===== src/rtl/digits_to_byte.sv =====
// Accumulates MSD-first BCD digits into a 16-bit value; one-cycle result pulse on commit.
// Define DIGITS_TO_BYTE_SATURATE_EN to clamp overflowing numbers to 16'hFFFF instead of wrapping.
module digits_to_byte (
  input  logic        clk,
  input  logic        rst,
  input  logic [3:0]  din,
  input  logic        wen,
  input  logic        commit,
  input  logic        clear,
  output logic [15:0] dout,
  output logic        dout_valid,
  output logic        overflow,
  output logic        digit_err,
  output logic        receiving
);

  typedef enum logic {IDLE, ACCUM} state_t;

  state_t      state_q;
  logic [15:0] acc_q, acc_d;
  logic        ovf_q, ovf_d;
  logic [15:0] dout_q;
  logic        dout_valid_q, overflow_q, digit_err_q;

  logic [19:0] next_w;
  logic        digit_ok;
  logic        too_big;
  logic        commit_ok;

  // acc*10 + din without a multiplier; 20 bits holds the worst case 655359
  assign next_w   = {1'b0, acc_q, 3'b000} + {3'b000, acc_q, 1'b0} + {16'd0, din};
  assign digit_ok = wen && (din <= 4'd9);
  assign too_big  = |next_w[19:16];
  // A digit accepted this cycle makes an empty number committable in the same cycle
  assign commit_ok = commit && ((state_q == ACCUM) || digit_ok);

  always_comb begin
    acc_d = acc_q;
    ovf_d = ovf_q;
    if (digit_ok) begin
      ovf_d = ovf_q | too_big;
`ifdef DIGITS_TO_BYTE_SATURATE_EN
      acc_d = too_big ? 16'hFFFF : next_w[15:0];
`else
      acc_d = next_w[15:0];
`endif
    end
  end

  always_ff @(posedge clk or posedge rst) begin
    if (rst) begin
      state_q      <= IDLE;
      acc_q        <= 16'd0;
      ovf_q        <= 1'b0;
      dout_q       <= 16'd0;
      overflow_q   <= 1'b0;
      dout_valid_q <= 1'b0;
      digit_err_q  <= 1'b0;
    end else begin
      dout_valid_q <= 1'b0;
      digit_err_q  <= 1'b0;
      if (clear) begin
        state_q <= IDLE;
        acc_q   <= 16'd0;
        ovf_q   <= 1'b0;
      end else begin
        digit_err_q <= wen && !digit_ok;
        if (commit_ok) begin
          dout_q       <= acc_d;
          overflow_q   <= ovf_d;
          dout_valid_q <= 1'b1;
          acc_q        <= 16'd0;
          ovf_q        <= 1'b0;
          state_q      <= IDLE;
        end else if (digit_ok) begin
          acc_q   <= acc_d;
          ovf_q   <= ovf_d;
          state_q <= ACCUM;
        end
      end
    end
  end

  assign dout       = dout_q;
  assign dout_valid = dout_valid_q;
  assign overflow   = overflow_q;
  assign digit_err  = digit_err_q;
  assign receiving  = (state_q == ACCUM);

endmodule


===== config.mk =====
export PLATFORM = sky130hd
export DESIGN_NAME = digits_to_byte
export DESIGN_NICKNAME = d
export VERILOG_FILES = /design/src/rtl/digits_to_byte.sv
export SDC_FILE = /design/constraint.sdc
export NUM_CORES = 1
export LEC_CHECK = 0
export BUFFER_PORTS_ARGS = -buffer_cell sky130_fd_sc_hd__buf_4
export CELL_PAD_IN_SITES_DETAIL_PLACEMENT = 1
export CELL_PAD_IN_SITES_GLOBAL_PLACEMENT = 1
export CORE_ASPECT_RATIO = 0.5
export CORE_MARGIN = 4
export CORE_UTILIZATION = 45
export CTS_CLUSTER_SIZE = 30
export DETAILED_ROUTE_END_ITERATION = 10
export HOLD_SLACK_MARGIN = 0.06
export MAX_ROUTING_LAYER = met4
export PLACE_DENSITY = 0.79
export REMOVE_ABC_BUFFERS = 1
export SYNTH_ARGS = -nofsm -noshare
export SYNTH_HDL_FRONTEND = slang
export SYNTH_SLANG_ARGS = --single-unit

===== constraint.sdc =====
create_clock -name clk -period 3.85 [get_ports clk]
set_clock_uncertainty 0.15 [all_clocks]
set_input_delay 0.9625 -clock clk [delete_from_list [all_inputs] [get_ports clk]]
set_output_delay 0.9625 -clock clk [all_outputs]
set_load 0.05 [all_outputs]

==> flow_summary.toml, run 1 <==
[logic_synthesis]
ys_async_sr_fraction_pct = 100
yosysWarnings = 0
synth_cells = 282
syn_area_per_cell_sq_um = 8.95
yosysSeqAreaShare_pct = 36.7
synth-simple-area-share_pct = 17.7
synth_ff_type = "dfrtp_1"
yosys.area_share.adder_pct = 16.9
synth_compound_area_share_pct = 19.1
synth_edf_count = 0
synthDominantCellAreaShare_pct = 36.7
ys_types = 40
synthXorXnorAreaFrac_pct = 3.47
syn-cell-area_sq_um = 2520
synthTopCellsByArea = "dfrtp_1, ha_1, nor2_1"
ys_ff_latch = 37
muxShareOfSynthArea_pct = 2.82
synth_top_family_by_area = "compound AO/OA/AOI/OAI gates"
yosysTopAreaCell = "dfrtp_1"

[die]
pin_count = 29
die_area_sq_um = 6950
coreArea_sq_um = 5160
start_util_pct = 49.0
die_w_microns = 114
rows = 18
die_y_microns = 61.0

[setup_path]
r2r_slack_ns = 0.87
cpMaxStageDelayCell = "fa_1"
critPathRequiredTime_ns = 3.90
worst_path_largest_cell_delay_ns = 0.58
r2r-end = "dout[10]"
crit_path_start_kind = "input port"
cp_max_fo = 4
reg2reg_depth = 9
r2r_start = "acc_q[0]"
cp_num_buf_inv = 3
cp_top_family = "compound AO/OA/AOI/OAI gates"
end_kind = "flip-flop"
crit_path_frequent_cell = "inv_1"
arrival_ns = 3.41
cp_cell_sequence = "buf_4 -> inv_1 -> fa_1 -> inv_1 -> ha_1 -> a21o_1 -> and4_1 -> o2111ai_1 -> a31oi_1 -> xnor2_1 -> o21ai_0"
path_class = "in2reg"

[final_layout]
nets = 352
area_delta_synth_final_pct = 15.8
n_antenna_cell = 0
drive_gt1_share_pct = 13.8

[cts]
numCtsBuffers = 5
htreeDepth = 2
cts_max_path_buffers = 2
root_buffer = "clkbuf_8"
clock_sinks = 37
clkTransAtPathRegs_ns = 0.08
cts-resized-gates = 0
post_cts_buffers = 0
cts_tree = "built"
ctsHoldBuffers = 0
insertion_delay_ns = 0.30

[timing]
fin_crit_ns = 3.36
setup_viol = 0
hold_viol_final = 0
clock.fmax_ghz = 0.297
fin_crit_sh_pct = 87.3
maxSlewHeadroom_pct = 58.0
setup_tns_ns = 0
rsz0062_at_grt = "no"
drv_slew = 0
tightest_slew_ns = 0.628

[detailed_routing]
ant_nets = 0
wl_per_cell_microns = 17.6
drt-pass1-iter-count = 4
vias_per_cell = 5.81
dr_total_vias = 2212
wl_microns = 6700
drc = 0
drtIter0Drc = 107

[place]
port_buffers = 28
routabilityCongestion = 0.957
dp_hpwl_microns = 5060

[grt]
grt_use_total_pct = 22.0
antenna_found_initial = 0
grt_max_degree = 38
gr-total-overflow = 0
grt_pass1_wl_microns = 11400
grt_pass1_vias = 2272

[pwr]
fin_total_pwr_uw = 1040
ir_drop_v = 0.000208
p_leak_uw = 0.00155
powerDensity_nw_per_um2 = 355

[flow_run]
cap_viol_max_count = 0

[hold_path]
holdPathEnd = "dout[6]"
hp-start = "dout[6]"
min-delay-path-class = "reg2reg"
hold_depth = 2

[run_status]
status = "complete, no violations"
## stage by stage
| step | utilization [%] | std cells | setup WS, ns | hold WS, ns | instance area [sq um] |
|---|---|---|---|---|---|
| 5_1_grt | 56.7 | 381 | 0.302 | 0.381 | 2920 |
| 2_1_floorplan | - | 272 | 0.485 | 0.374 | 2490 |
| 6_report | 56.7 | 381 | 0.488 | 0.335 | 2920 |
| 4_1_cts | 56.7 | 381 | 0.491 | 0.340 | 2920 |
| 3_5_place_dp | 54.4 | 373 | 0.224 | 0.322 | 2810 |
| 3_3_place_gp | 54.4 | 373 | 0.306 | 0.315 | 2810 |
## worst reg2reg max path, cell delays in order (launching register included)
cell and delay (ns):
dfrtp_1 0.39, inv_1 0.11, fa_1 0.47, fa_1 0.48
nand2b_1 0.18, a21oi_1 0.39, o21ai_0 0.21, xnor2_1 0.20
nor2_1 0.08, o31ai_1 0.24
## placed cells by master, fill, tap and decap left out, types with 2 or more instances in the layout
cell	n
o31ai_1	2
xor2_1	3
or4_1	2
o21a_1	3
a31oi_1	4
mux2i_1	6
a211oi_1	2
o211ai_1	4
xnor2_1	7
or3_1	4
nand2_1	26
a21o_1	4
o211a_1	2
fa_1	2
clkbuf_8	6
and4_1	3
a211o_1	2
o2111ai_1	3
nor2b_1	4
inv_1	12
ha_1	31
or2_2	2
and2_1	5
nand3_1	7
a21oi_1	24
buf_4	31
nand2b_1	2
and3_1	3
dfrtp_1	37
nor2_1	34
o21ai_0	22
## registers in the layout, indices dropped and copies added (netlist names)
name,cells
acc_q,16
dout,16
digit_err,1
dout_valid,1
overflow,1
ovf_q,1
receiving,1
## cells by family (layout without fill, tap and decap cells)
group / count (synthesis) / in the layout
AOI/OAI and AO/OA: 78 / 78
adders and majority gates: 33 / 33
xor gates and xnor gates: 10 / 10
DFF: 37 / 37
and+or+nand+nor: 95 / 95
muxes: 7 / 7
buffers and inverters: 22 / 51
## worst max path at each step
stage	start	to	slack [ns]	depth (start not counted)
2_1_floorplan	din[3]	dout[9]	0.48	10
3_3_place_gp	din[3]	dout[9]	0.31	11
3_5_place_dp	din[3]	overflow	0.22	10
4_1_cts	din[3]	dout[13]	0.49	11
5_1_grt	din[3]	ovf_q	0.30	10
6_report	din[3]	dout[13]	0.49	11
## routing by layer
layer	track usage, %	part of all wire (%)	routed length (microns)
met3	4.18	5.1	343
met1	29.0	48	3240
met2	35.5	45	3040
met4	5.58	1.3	85
met5	-	0	0
## synthesized netlist by cell type, types with 3 or more instances
cell        n
clkbuf_1   10
o21ai_0    22
ha_1       31
o211ai_1    4
and4_1      3
a21o_1      4
dfrtp_1    37
nand3_1     7
and3_1      3
mux2i_1     6
and2_1      5
xnor2_1     7
xor2_1      3
o21a_1      3
or3_1       4
o2111ai_1   3
a21oi_1    24
nor2b_1     4
nand2_1    26
inv_1      12
a31oi_1     4
nor2_1     34
## power by group
part | leakage, uW | switching (uW) | internal, uW
sequential | 0.000506 | 17.1 | 416
combinational | 0.000990 | 174 | 77.3
clock | 0.0000585 | 141 | 211
total | 0.00155 | 332 | 704
## layout make-up
cell class / count / area [sq um]
repair buffers: 31 / 233
inverters: 12 / 45.0
well taps: 70 / 87.6
clock buffers: 7 / 86.3
fillers: 614 / 2230
flip-flops and latches: 37 / 926
clock inverters: 1 / 30.0
multi-input cells: 223 / 1520
No activity file was read; power rests on OpenSTA's default activity.
==> run 2, diff against run 1 <==
Settings changed: ABC_AREA set to 1, CORE_UTILIZATION 45 to 43, SKIP_CTS_REPAIR_TIMING set to 1, SKIP_LAST_GASP set to 1.
==> run 2 against run 1 <==
  * Worst hold slack improved by 0.0052 ns
  * Critical path type unchanged
  * Die area is 10% higher
  * Largest cell class unchanged
  * Via count is 9.9% higher
  * Critical path depth rose by 7
  * Global-route usage down 0.61 points
  * Final cell count increased by 28%
  * Clock-buffer cell count shrank 1
  * Clock power grew 39%
  * Combinational power increased by 71%
  * Routed wire length is 8.2% higher
==> flow_summary.toml, run 2 <==
[timing]
clock.fmax_ghz = 0.319
fin_crit_sh_pct = 81.5
tightest_slew_ns = 0.580
hold_viol_final = 0
drv_slew = 0
rsz0062_at_grt = "no"
fin_crit_ns = 3.14
setup_viol = 0
setup_tns_ns = 0
maxSlewHeadroom_pct = 61.3

[pwr]
power.switching_uw = 498
p_int_uw = 893
switching_share_pct = 35.8
clkPwrFrac_pct = 35.2
combPwrFrac_pct = 30.8
p_leak_uw = 0.00182
ir_drop_v = 0.000263
p_seq_share_pct = 34.0
fin_total_pwr_uw = 1390
powerDensity_nw_per_um2 = 440

[cts]
clock_sinks = 37
cts_max_path_buffers = 2
clkTransAtPathRegs_ns = 0.06
insertion_delay_ns = 0.28
cts_tree = "built"
root_buffer = "clkbuf_16"
htreeDepth = 2
numCtsBuffers = 5

[setup_path]
crit_path_frequent_cell = "nand2_1"
end_kind = "flip-flop"
crit_path_start = "din[3]"
r2r-end = "overflow"
critical_path_depth = 18
cp_num_buf_inv = 3
worst_path_largest_cell_delay_ns = 0.52
arrival_ns = 3.16
cp_cell_sequence = "buf_4 -> inv_1 -> fa_1 -> fa_1 -> inv_1 -> nand2_1 -> nand2_1 -> nand3_1 -> nand2_1 -> nand2_1 -> nand3_1 -> nand2_1 -> nor2_1 -> nand2_1 -> nand2_1 -> nand2_1 -> nand2_1 -> nand2_1"
crit_path_end = "overflow"
r2r_start = "acc_q[0]"
critPathRequiredTime_ns = 3.87
cp_top_family = "adder cells"
crit_path_start_kind = "input port"
r2r_slack_ns = 1.06
cp_max_fo = 2
path_class = "in2reg"
reg2reg_depth = 17
cpMaxStageDelayCell = "fa_1"

[detailed_routing]
wl_per_cell_microns = 14.9
drtIter0Drc = 85
drt-pass1-iter-count = 4
dr_total_vias = 2432
vias_per_cell = 4.99
ant_nets = 0
wl_microns = 7250
drc = 0

[final_layout]
area_delta_synth_final_pct = 17.8
final_common_cell = "nand2_1"
final_cell_mix = "nand2_1, inv_1, dfrtp_1"
nets = 440
drive_gt1_share_pct = 14.5
n_antenna_cell = 0
postLayoutCoreUtil_pct = 52.2

[logic_synthesis]
synthDominantCellAreaShare_pct = 34.5
synthTopCellsByArea = "dfrtp_1, nand2_1, ha_1"
yosysTopAreaCell = "dfrtp_1"
ys_async_sr_fraction_pct = 100
syn_area_per_cell_sq_um = 7.31
synth_ff_type = "dfrtp_1"
syn-cell-area_sq_um = 2680
yosysSeqAreaShare_pct = 34.5
synth.most_common_cell = "nand2_1"
ys_ff_latch = 37
synth_cells = 367
ys_top_cells_by_count = "nand2_1, inv_1, dfrtp_1"
synth_edf_count = 0
yosysWarnings = 0
ys_types = 33

[die]
die_w_microns = 120
die_y_microns = 63.9
rows = 20
pin_count = 29
coreArea_sq_um = 6060
die_area_sq_um = 7640
start_util_pct = 44.3

[grt]
grt_use_total_pct = 21.4
gr-total-overflow = 0
grt_pass1_wl_microns = 12800
grt_max_degree = 38
grt_pass1_vias = 2715
antenna_found_initial = 0

[flow_run]
cap_viol_max_count = 0

[run_status]
status = "complete, no violations"

[place]
dp_hpwl_microns = 5630
port_buffers = 28
routabilityCongestion = 0.878

[hold_path]
min-delay-path-class = "reg2reg"
## run 2: changes by cell type after synthesis, sizes merged, moves of 6 or more
cell	change
xnor2	-6
nand3	+8
o21ai	+6
nand2	+96
clkbuf	-8
inv	+40
a21oi	-10
## run 2: power by group through the flow
stage	sequential, uW	combinational (uW)	clock [uW]
3_5_place_dp	479	428	0
6_report	473	429	490
2_1_floorplan	610	162	0
3_3_place_gp	478	416	0
5_1_grt	480	469	525
4_1_cts	473	435	491
## run 2: final cells by class
class / instances / area (sq um)
clock inverter: 2 / 37.5
inverter: 52 / 195
tap: 88 / 110
sequential: 37 / 926
multi-input combinational: 272 / 1530
clock buffer: 6 / 139
fill: 801 / 2900
timing repair buffer: 30 / 225
## run 2: logic make-up (layout without fill, tap and decap cells)
kind of cell / after synthesis / after routing / synth area share, %
flops: 37 / 37 / 34.5
buf+inv: 58 / 90 / 8.54
compound gates: 51 / 51 / 11.0
simple gates: 182 / 182 / 27.9
xor+xnor: 3 / 3 / 0.980
fa+ha+maj: 33 / 33 / 16.0
mux: 3 / 3 / 1.12
## run 2: metrics by stage
| stage | hold slack [ns] | setup WS [ns] | instance area [sq um] | std cells |
|---|---|---|---|---|
| after global routing | 0.364 | 0.506 | 3160 | 487 |
| after floorplan | 0.346 | 0.797 | 2650 | 361 |
| after global placement | 0.317 | 0.500 | 2980 | 479 |
| after CTS | 0.344 | 0.695 | 3160 | 487 |
| after detailed placement | 0.325 | 0.412 | 2980 | 479 |
| final | 0.340 | 0.711 | 3160 | 487 |
## run 2: how the worst min path moves through the flow
stage	start	to	slack [ns]	depth (start not counted)
3_3_place_gp	dout[14]	dout[14]	0.32	2
6_report	dout[7]	dout[7]	0.34	2
5_1_grt	dout[8]	dout[8]	0.36	1
3_5_place_dp	dout[6]	dout[6]	0.32	2
4_1_cts	dout[14]	dout[14]	0.34	2
2_1_floorplan	ovf_q	ovf_q	0.35	2
## run 2: worst register-to-register path, cell delays in order (launching register included)
cell	delay, ns
dfrtp_1	0.40
inv_1	0.10
fa_1	0.47
fa_1	0.47
inv_1	0.09
nand2_1	0.07
nand2_1	0.10
nand3_1	0.08
nand2_1	0.13
nand2_1	0.09
nand3_1	0.08
nand2_1	0.06
nor2_1	0.08
nand2_1	0.07
nand2_1	0.08
nand2_1	0.05
nand2_1	0.06
nand2_1	0.05
## run 2: per-layer routing
metal | vias up | global-route usage [%] | wire length (microns)
met5 | - | - | 0
met4 | 0 | 4.28 | 89
met3 | 9 | 3.98 | 203
met2 | 33 | 35.9 | 3530
met1 | 1168 | 27.5 | 3430
li1 | 1222 | - | -
